$ cat src/rtl/gsm_lpc_mac_acc.sv
// GSM LPC multiply-accumulate: saturating frame sum of upstream products.
// One result per frame, held until the downstream handshake.
module gsm_lpc_mac_acc #(
  parameter int SHIFT_EN = 1,
  parameter int MAX_LEN  = 160
) (
  input  logic        ap_clk,
  input  logic        ap_rst,
  input  logic [30:0] p_in,
  input  logic        p_valid,
  input  logic        p_last,
  output logic        p_ready,
  output logic [31:0] acc_out,
  output logic        acc_valid,
  input  logic        acc_ready,
  output logic        acc_sat,
  output logic        len_err
);

  typedef enum logic {
    ACC,
    HOLD
  } state_t;

  localparam logic [7:0] LEN = 8'(MAX_LEN);

  state_t      state;
  logic [31:0] acc;
  logic [7:0]  cnt;

  logic [31:0] term;
  logic        term_sat;
  logic [32:0] sum;
  logic [31:0] sat_sum;
  logic        add_hi;
  logic        add_lo;
  logic [7:0]  cnt_nxt;
  logic        take;
  logic        close;

  assign p_ready = (state == ACC) & ~ap_rst;

  // L_MULT doubling; the one overflowing product clamps to max positive
  always_comb begin
    term     = {p_in[30], p_in};
    term_sat = 1'b0;
    if (SHIFT_EN != 0) begin
      if (p_in == 31'h4000_0000) begin
        term     = 32'h7FFF_FFFF;
        term_sat = 1'b1;
      end else begin
        term = {p_in, 1'b0};
      end
    end
  end

  assign sum    = {acc[31], acc} + {term[31], term};
  assign add_hi = ~sum[32] & sum[31];
  assign add_lo = sum[32] & ~sum[31];

  always_comb begin
    sat_sum = sum[31:0];
    if (add_hi)
      sat_sum = 32'h7FFF_FFFF;
    else if (add_lo)
      sat_sum = 32'h8000_0000;
  end

  assign cnt_nxt = cnt + 8'd1;
  assign take    = p_valid & p_ready;
  assign close   = take & (p_last | (cnt_nxt == LEN));

  always_ff @(posedge ap_clk) begin
    if (ap_rst) begin
      state     <= ACC;
      acc       <= '0;
      cnt       <= '0;
      acc_out   <= '0;
      acc_valid <= 1'b0;
      acc_sat   <= 1'b0;
      len_err   <= 1'b0;
    end else begin
      unique case (state)
        ACC: begin
          if (take) begin
            acc <= sat_sum;
            cnt <= cnt_nxt;
            if (term_sat | add_hi | add_lo)
              acc_sat <= 1'b1;
          end
          if (close) begin
            acc_out   <= sat_sum;
            acc_valid <= 1'b1;
            len_err   <= ~p_last;
            state     <= HOLD;
          end
        end
        HOLD: begin
          if (acc_ready) begin
            acc_valid <= 1'b0;
            acc       <= '0;
            cnt       <= '0;
            acc_sat   <= 1'b0;
            len_err   <= 1'b0;
            state     <= ACC;
          end
        end
        default: state <= ACC;
      endcase
    end
  end

endmodule

$ cat config.mk
export PLATFORM = sky130hd
export DESIGN_NAME = gsm_lpc_mac_acc
export DESIGN_NICKNAME = d
export VERILOG_FILES = /design/src/rtl/gsm_lpc_mac_acc.sv
export SDC_FILE = /design/constraint.sdc
export NUM_CORES = 1
export LEC_CHECK = 0
export BUFFER_PORTS_ARGS = -buffer_cell sky130_fd_sc_hd__buf_2
export CORE_AREA = 2 2 99 120
export DETAILED_ROUTE_END_ITERATION = 12
export DIE_AREA = 0 0 101 122
export PLACE_DENSITY = 0.65
export SYNTH_ARGS = -nofsm -noshare
export SYNTH_HDL_FRONTEND = slang
export SYNTH_SLANG_ARGS = --single-unit
$ cat constraint.sdc
create_clock -name ap_clk -period 5.3 [get_ports ap_clk]
set_input_delay 0.795 -clock ap_clk [delete_from_list [all_inputs] [get_ports ap_clk]]
set_output_delay 0.795 -clock ap_clk [all_outputs]
set_load 0.01 [all_outputs]
# Yosys cells after proc, flatten, opt, wreduce, memory -nomap -nowiden
# Cells that the tools add are included.
[word_totals]
register_bits = 76
latch_bits = 0
mem_bits_rw = 0
romBits = 0
input_bits = 36
output_inout_bits = 36
wordCells = 53
n_memories = 0
[classes]
addsub = 2
multipliers = 0
div = 0
order_cmp = 0
n_eq_ne = 6
shifts = 0
mux = 21
bitwise = 13
n_reduce_logical = 4
[ops]
columns = ["op", "count"]
rows = [
  ["32-bit two-way mux", 5],
  ["32-bit case mux with 2 select lines", 1],
  ["32-bit by 32-bit adder with 33-bit output", 1],
  ["31-bit == test, second input constant", 1],
  ["8-bit two-way mux", 2],
  ["8-bit case mux with 2 select lines", 1],
  ["8-bit by 1-bit adder with 8-bit output, second input constant", 1],
  ["8-bit == test, second input constant", 1],
  ["1-bit two-way mux", 8],
  ["1-bit case mux with 2 select lines", 4],
  ["2-bit != test, second input constant", 3],
  ["2-bit AND reduction", 3],
  ["1-bit bitwise AND", 5],
  ["1-bit inverter", 5],
  ["1-bit bitwise OR", 3],
  ["3-bit AND reduction", 1],
  ["2-bit by 1-bit != test with 1-bit output, second input constant", 1],
]

# Longest topological paths before layout
# Gate-level depths: netlist of the first run.
[depth]
depth_word = 10
depth_mapped = 17
mapped_depth_nobuf = 15

# Worst setup path before layout of the first run
# No wires, ideal clock.
[synth_path]
kind = "input to register"
start = "input port p_in[10]"
end = "register acc_out[29]"
setup_ns = 0.086
t_arrival_ns = 3.965
required_time_ns = 5.214
path_slack_ns = 1.250
path_stages = 17
path_buffers = 2
cell_sequence = "nor4_1 > nand4_1 > nor2_1 > clkbuf_1 > ha_1 > inv_1 > fa_1 > nand2b_1 > a21oi_1 > o21ai_0 > a211oi_1 > o211ai_1 > and4b_1 > nor2_2 > buf_2 > nand2_1 > a211oi_1"
[synth_between]
elab_chain_cells = 7
word_cells_on_any_way = 9
classes_between = "add/sub: 1; eq/ne: 1; mux: 3; bitwise: 4"
[synth_lines]
columns = ["item", "line", "source"]
rows = [
  ["start, declared", "9", "input logic [30:0] p_in,"],
  ["31-bit == test", "48", "if (p_in == 31'h4000_0000) begin"],
  ["32-bit two-way mux (*)", "48", ""],
  ["32-bit by 32-bit adder with 33-bit output (*)", "57", "assign sum = {acc[31], acc} + {term[31], term};"],
  ["1-bit inverter", "59", "assign add_lo = sum[32] & ~sum[31];"],
  ["1-bit bitwise AND", "59", ""],
  ["32-bit two-way mux", "65", "else if (add_lo)"],
  ["32-bit two-way mux (*)", "63", "if (add_hi)"],
  ["end signal, assigned", "92", "acc_out <= sat_sum;"],
  ["end, declared", "13", "output logic [31:0] acc_out,"],
]
# Mark *: on every way between the ends. The rest lies on a longest branch, timed or not.
# A chain may end at the register's enable or synchronous reset.

# Worst setup path in the final report of the first run
[layout_path]
start = "input port p_in[25]"
end = "register acc_out[15]"
# Same word-level chain as after synthesis.

==> results of run 1 <==
## flip-flops by register name (all words and copies together), names as in the netlist
signal     count
acc           32
acc_sat        1
acc_valid      1
len_err        1
cnt            8
acc_out       32
state          1
## kinds of logic after synthesis
group | count (synthesis)
adders and majority gates | 34
DFF | 76
and+or+nand+nor | 229
xor gates and xnor gates | 26
AOI/OAI and AO/OA | 199
buffers and inverters | 48
muxes | 2
## worst max-delay path, cell delays in order
cell and delay, ns:
buf_2 0.10, nor4b_1 0.60, nand4_1 0.18, nor2_1 0.17, buf_4 0.21, or2_2 0.14, ha_1 0.23, a211oi_1 0.33
o21ai_0 0.24, o2111ai_1 0.37, a2111oi_2 0.12, nor2_1 0.25, nor3b_1 0.39, nor2_2 0.07, buf_4 0.24, a211oi_1 0.31
nor3_1 0.08
## per-stage QoR
step / power [mW] / hold slack (ns)
after floorplan: 1.91 / 0.432
after CTS: 2.94 / 0.454
after global routing: 3.17 / 0.468
after detailed placement: 2.31 / 0.446
after global placement: 2.29 / 0.444
final: 2.95 / 0.452
## worst max-delay path by stage
stage                   from           to  slack [ns]  depth (start not counted)
detailed placement   p_in[2]  acc_out[30]        0.31                         18
global route         p_in[2]  acc_out[30]        0.36                         18
CTS                  p_in[2]       acc[0]        0.65                         18
finish              p_in[25]  acc_out[15]        0.62                         17
global placement     p_in[2]  acc_out[15]        0.35                         17
floorplan           p_in[10]  acc_out[29]        1.25                         17
## power by group through the flow
stage | clock network [mW] | logic [mW] | registers, mW
after detailed placement | 0 | 1.51 | 0.799
after floorplan | 0 | 1.14 | 0.776
after global placement | 0 | 1.49 | 0.806
after global routing | 0.660 | 1.70 | 0.808
after CTS | 0.632 | 1.51 | 0.794
final | 0.621 | 1.53 | 0.798
## metal layers
metal / share of wire / routed length (microns) / up-vias
met3: 0.046 / 646 / 27
met1: 0.47 / 6550 / 2255
li1: - / - / 2355
met5: 0 / 0 / -
met2: 0.46 / 6490 / 153
met4: 0.025 / 347 / 0
## layout make-up
class | instances | share of cell area
clock buffers | 12 | 0.0455
flip-flops and latches | 76 | 0.270
repair buffers | 80 | 0.0751
clock inverters | 4 | 0.00844
inverters | 11 | 0.00733
multi-input cells | 490 | 0.563
well taps | 135 | 0.0300
## layout by cell type (no fill, tap or decap), drive strengths merged, types with 5 or more instances in the layout
cell type | netlist | routed
a211oi | 33 | 33
a21boi | 5 | 5
a21o | 15 | 15
a21oi | 59 | 59
a221o | 21 | 21
and2 | 7 | 7
and3 | 6 | 6
buf | 12 | 80
clkbuf | 25 | 12
dfxtp | 76 | 76
ha | 33 | 33
inv | 11 | 11
nand2 | 63 | 63
nand2b | 9 | 9
nand3 | 16 | 16
nand4 | 9 | 9
nor2 | 59 | 59
nor2b | 5 | 5
nor3 | 10 | 10
nor4 | 7 | 7
o211ai | 11 | 11
o21ai | 29 | 29
or2 | 32 | 32
xnor2 | 15 | 15
xor2 | 11 | 11
==> results.md, run 1 <==
* Global Route Usage Sum at 0.233
* Met2 GRT Util at 0.373
* Num CTS Buffers at 9
* Compound-cell area share of the yosys netlist at 0.280
* Initial antenna violation count at 0
* WHS Endpoint: acc_valid
* Nets at about 740
* Area after DPL at around 0.0053 sq mm
* Power per cell area at approximately 520 mW/mm^2
* Maximum VDD drop at around 0.00018 V
* Most common cell in the netlist: dfxtp_1
* Post-synth EDFFs at 0
* Proportion of layout cells with a drive suffix above 1 at 0.204
* Final setup viols at 0
* First-pass GRT wire length at ~23 mm
* Setup TNS at 0 ns
* Chip Height at roughly 120 microns
* Ranking of synthesized cells by area: dfxtp_1 31%, ha_1 8.4%, a21oi_1 6.0%, a211oi_1 5.1%, nand2_1 4.8%
* Crit path kind: in2reg
* FMAX at ~210 MHz
* Core Region at approximately 0.011 sq mm
* I/O Buffers at just over 70
* Data required time of the worst path at between 5 and 6 ns
* DP Worst Slack at 0.314 ns
* CTS H-tree depth at 3
* Busiest grt layer: met2
* Worst r2r src: acc[12]
* Adder-Cell Fraction of Synth Area at 0.0885
* Worst-margin pin slew at 0.863 ns
* Setup crit end kind: flip-flop
* Final period util at 0.883
* Vias in the first global route at roughly 4500
* Cells after DPL at 792
* Type of origin of the critical path: primary input
* Post-Route WL at between 10 and 15 mm
* Routed wire per std cell at ~17 microns
* Grt ovf at 0
* Multi-input gate area at roughly 0.0032 sq mm
* RSZ-0062 raised after global routing: no
* R2r worst-path depth at 11
* TritonCTS clock tree: yes
* Synth top area share at 0.311
* Flop2flop setup slack at about 2 ns
* Top cells by count, synth: 76 x dfxtp_1, 63 x nand2_1, 59 x a21oi_1, 58 x nor2_1
* Clk_skew at roughly 0.0040 ns
* GRT met1 Usage at 0.324
* WHS Path Cells at 2
* Sw frac at 0.429
* Net Sw Power at ~1.3 mW
* # diodes at 0
* Sequential power share at 0.271
* Register area at ~0.0015 sq mm
* DRC at 0
* Status: finished, final reports clean
* Routed Antenna Nets at 0
* Starting Density at 0.433
* Area of the mapped netlist at around 0.0049 sq mm
* Post-synthesis sequential element count at 76
* Synth Warn # at 0
* Die W at 101 microns
* Global placement routability congestion at between 0.8 and 0.9
* I/O pin total at between 70 and 80
* Initial DRC count at ~220
* Post-CTS sizing at 0
* Longest Clk Path Bufs at 2
* Post-synthesis mux area share at 0.00409
* CTS Hold Bufs at 0
* Filler instances at 1134
* Comb pwr share at 0.519
* Hpwl dp at ~11 mm
* Gate Count Post-Synth at approximately 600
* Die area at 0.0123 sq mm
* Final hold vios at 0
* Unique masters post-synth at 54
* Post-DR vias/cell at about 5.9
* Clock sink count at 76
* Static leakage at between 2 and 2.5 nW
* Clk_lat worst skew at ~0.33 ns
* Clock Root Buffer: clkbuf_16
* Hold Crit Class: reg2reg
* Final setup margin at ~0.6 ns
* Post-Layout Cell Count at 808
* Simple-gate share of the synthesized area at 0.227
* Largest family of logic cells by synthesized area: compound AO/OA/AOI/OAI gates
* Crit path DAT at slightly below 5 ns
* Largest net degree at the start of global routing at 48
* Main synth FF type: dfxtp_1
* Normalized max-slew margin at 0.424
* Minimum clock period at around 4.7 ns
* Clk network pwr share at 0.210
* P&R area growth vs syn at 15.1%
* Final Util at 0.498
* Area leader, netlist: dfxtp_1
* Ys async rst share at 0
* Post-CTS Repair Setup Buffers at 0
* RR Endpoint: acc[0]
* Xor and xnor fraction of the mapped netlist area at 0.0465
* CP max FO at 32
* TritonRoute pass-1 iters at 5
* Row cnt at 43
* Hold_sp: acc_valid
* Syn nets at between 600 and 700
* Sequential share of the synthesized area at 0.311
* P_int at ~1.7 mW
* GR Layer Usage met3 at 0.0327
* Slew Limit Fails at 0
* Design Area, Final at approximately 0.0056 sq mm
* Max_cap viols at 0
* Average cell area after synthesis at around 8.0 sq um
* Clk pin slew, worst setup/hold paths at about 0.06 ns
* Vias at 4790
Power figures use the tool's default switching activity.
==> inputs of run 2 (changes only) <==
--- a/config.mk
+++ b/config.mk
@@ -10,6 +10,8 @@
 export DETAILED_ROUTE_END_ITERATION = 12
 export DIE_AREA = 0 0 101 122
 export PLACE_DENSITY = 0.65
+export REMOVE_ABC_BUFFERS = 1
+export SKIP_LAST_GASP = 1
 export SYNTH_ARGS = -nofsm -noshare
 export SYNTH_HDL_FRONTEND = slang
 export SYNTH_SLANG_ARGS = --single-unit
==> run 2 against run 1 <==
  * Clock skew increased by 0.0032 ns
  * Clock-buffer cell count shrank 1
  * Combinational power about the same
  * Critical path depth unchanged
  * Largest cell class unchanged
==> results.md, run 2 (synthesis results as in run 1) <==
* Status: finished, final reports clean (unchanged)
* Worst-margin pin slew at 0.897 ns (was 0.863 ns)
* Routed Antenna Nets at 0 (unchanged)
* Sequential power share at 0.263 (was 0.271)
* Commonest cells after routing, fill and taps aside: 76 x dfxtp_1, 71 x buf_2, 63 x nand2_1 (unchanged)
* P&R area growth vs syn at 17.5% (was 15.1%)
* CP Depth at 17 (unchanged)
* RR Endpoint: acc_out[13] (was acc[0])
* Final hold vios at 0 (unchanged)
* Power per cell area at 513 mW/mm^2 (was 524 mW/mm^2)
* Setup TNS at 0 ns (unchanged)
* Vias in the first global route at 4727 (was 4499)
* Clk_lat worst skew at 0.35 ns (was 0.33 ns)
* CTS H-tree depth at 3 (unchanged)
* Normalized max-slew margin at 0.398 (was 0.424)
* Chip Height at 122 microns (unchanged)
* FMAX at 206 MHz (was 214 MHz)
* Crit path DAT at 5.05 ns (was 4.86 ns)
* Post-Route WL at 14.1 mm (was 14.0 mm)
* GR Layer Usage met3 at 0.0356 (was 0.0327)
* Clk pin slew, worst setup/hold paths at 0.06 ns (about the same)
* Core Region at 0.0113 sq mm (unchanged)
* Clock sink count at 76 (unchanged)
* Comb pwr share at 0.516 (was 0.519)
* Global placement routability congestion at 0.938 (was 0.885)
* I/O pin total at 72 (unchanged)
* Initial antenna violation count at 0 (unchanged)
* Grt ovf at 0 (unchanged)
* Worst path slowest cell: nor2_1 (was nor4b_1)
* WHS Path Cells at 2 (unchanged)
* First-pass GRT wire length at 23.2 mm (was 22.8 mm)
* Worst path most repeated cell: nor2_1
* Final period util at 0.914 (was 0.883)
* R2r worst-path depth at 11 (unchanged)
* Busiest grt layer: met2 (unchanged)
* Crit path kind: in2reg (unchanged)
* Worst r2r src: acc[13] (was acc[12])
* Hold_sp: acc[17] (was acc_valid)
* Most common cell after layout, fill and taps aside: dfxtp_1 (unchanged)
* Num CTS Buffers at 9 (unchanged)
* # diodes at 0 (unchanged)
* Worst Setup SP: p_in[2] (was p_in[25])
* Crit-path cells: buf_2 -> nor4_1 -> nand4_1 -> nor2_1 -> buf_12 -> or2_2 -> ha_1 -> nand2_1 -> a2111oi_4 -> o2111ai_1 -> a2111oi_2 -> nor2_1 -> a21boi_1 -> a21o_1 -> nor2_1 -> buf_12 -> a211oi_1 (was buf_2 -> nor4b_1 -> nand4_1 -> nor2_1 -> buf_4 -> or2_2 -> ha_1 -> a211oi_1 -> o21ai_0 -> o2111ai_1 -> a2111oi_2 -> nor2_1 -> nor3b_1 -> nor2_2 -> buf_4 -> a211oi_1 -> nor3_1)
* RSZ-0062 raised after global routing: no (unchanged)
* Maximum VDD drop at 0.000211 V (was 0.000175 V)
* Row cnt at 43 (unchanged)
* Static leakage at 2.56 nW (was 2.49 nW)
* Clk network pwr share at 0.221 (was 0.210)
* Global Route Usage Sum at 0.237 (was 0.233)
* Flop2flop setup slack at 1.92 ns (was 2.06 ns)
* I/O Buffers at 71 (unchanged)
* Data required time of the worst path at 5.51 ns (was 5.48 ns)
* Hpwl dp at 10.5 mm (was 10.9 mm)
* Routed wire per std cell at 17.2 microns (was 17.4 microns)
* Slew Limit Fails at 0 (unchanged)
* Max_cap viols at 0 (unchanged)
* TritonRoute pass-1 iters at 4 (was 5)
* GRT met1 Usage at 0.298 (was 0.324)
* P_int at 1.71 mW (was 1.68 mW)
* WHS Endpoint: acc[17] (was acc_valid)
* Post-Layout Cell Count at 819 (was 808)
* Clock Root Buffer: clkbuf_16 (unchanged)
* Starting Density at 0.433 (unchanged)
* Met2 GRT Util at 0.403 (was 0.373)
* Clk_skew at 0.00718 ns (was 0.00400 ns)
* Final setup viols at 0 (unchanged)
* Vias at 4796 (was 4790)
* Largest regs: acc: 32 flops, acc_out: 32 flops, cnt: 8 flops (unchanged)
* Longest Clk Path Bufs at 2 (unchanged)
* Net Sw Power at 1.23 mW (was 1.26 mW)
* Largest stage delay, worst path at 0.65 ns (was 0.60 ns)
* Largest net degree at the start of global routing at 41 (was 48)
* Post-DR vias/cell at 5.86 (was 5.93)
* Proportion of layout cells with a drive suffix above 1 at 0.218 (was 0.204)
* Minimum clock period at 4.84 ns (was 4.68 ns)
* DRC at 0 (unchanged)
* Nets at 749 (was 738)
* Die W at 101 microns (unchanged)
* Post-CTS sizing at 0 (unchanged)
* CP max FO at 25 (was 32)
* Cells after DPL at 803 (was 792)
* Setup crit end kind: flip-flop (unchanged)
* Hold Crit Class: reg2reg (unchanged)
* TritonCTS clock tree: yes (unchanged)
* WP buf/inv at 3 (unchanged)
* Post-CTS Repair Setup Buffers at 0 (unchanged)
* Die area at 0.0123 sq mm (unchanged)
* Initial DRC count at 262 (was 218)
* Crit path max-delay family: simple AND/OR/NAND/NOR gates (unchanged)
* CTS Hold Bufs at 0 (unchanged)
* Sw frac at 0.419 (was 0.429)
* Type of origin of the critical path: primary input (unchanged)
[run 2: worst max path at each step]
stage,endpoint,slack [ns]
after floorplan,acc[0],0.18
after global placement,acc_out[6],0.28
after detailed placement,acc_out[8],0.22
after CTS,acc_out[13],0.51
after global routing,acc_out[8],0.22
final,acc_out[13],0.46
[run 2: layout make-up]
cell class	instances	area (sq um)
Sequential cell	76	1520
Clock inverter	5	60.1
Tap cell	135	169
Multi-Input combinational cell	490	3170
Clock buffer	11	253
Inverter	11	41.3
Fill cell	1120	5550
Timing Repair Buffer	91	531
[run 2: power groups by stage]
stage          combinational [mW]  clock, mW  sequential, mW
2_1_floorplan                1.11          0           0.777
3_3_place_gp                 1.48          0           0.785
3_5_place_dp                 1.50          0           0.786
4_1_cts                      1.51      0.660           0.776
5_1_grt                      1.70      0.681           0.790
6_report                     1.52      0.650           0.775
[run 2: layer usage]
| layer | share of wire | wire length [microns] |
|---|---|---|
| met1 | 0.45 | 6280 |
| met2 | 0.49 | 6870 |
| met3 | 0.039 | 545 |
| met4 | 0.025 | 351 |
| met5 | 0 | 0 |
[run 2: through the flow]
stage	setup slack (ns)	cell area [sq um]	total power, mW	hold WS [ns]	utilization
after CTS	0.506	5750	2.94	0.463	0.509
final	0.456	5750	2.95	0.459	0.509
after floorplan	0.179	4730	1.89	0.432	-
after global routing	0.216	5750	3.17	0.494	0.509
after detailed placement	0.217	5440	2.28	0.453	0.481
after global placement	0.277	5440	2.27	0.443	0.481
[run 2: worst register-to-register path: stages, from the launching register on]
cell and delay [ns]:
dfxtp_1 0.31, ha_1 0.39, nand2_1 0.17, a2111oi_4 0.32
o2111ai_1 0.20, a2111oi_2 0.39, nor2_1 0.13, a21boi_1 0.17
a21o_1 0.21, nor2_1 0.65, buf_12 0.23, a211oi_1 0.08
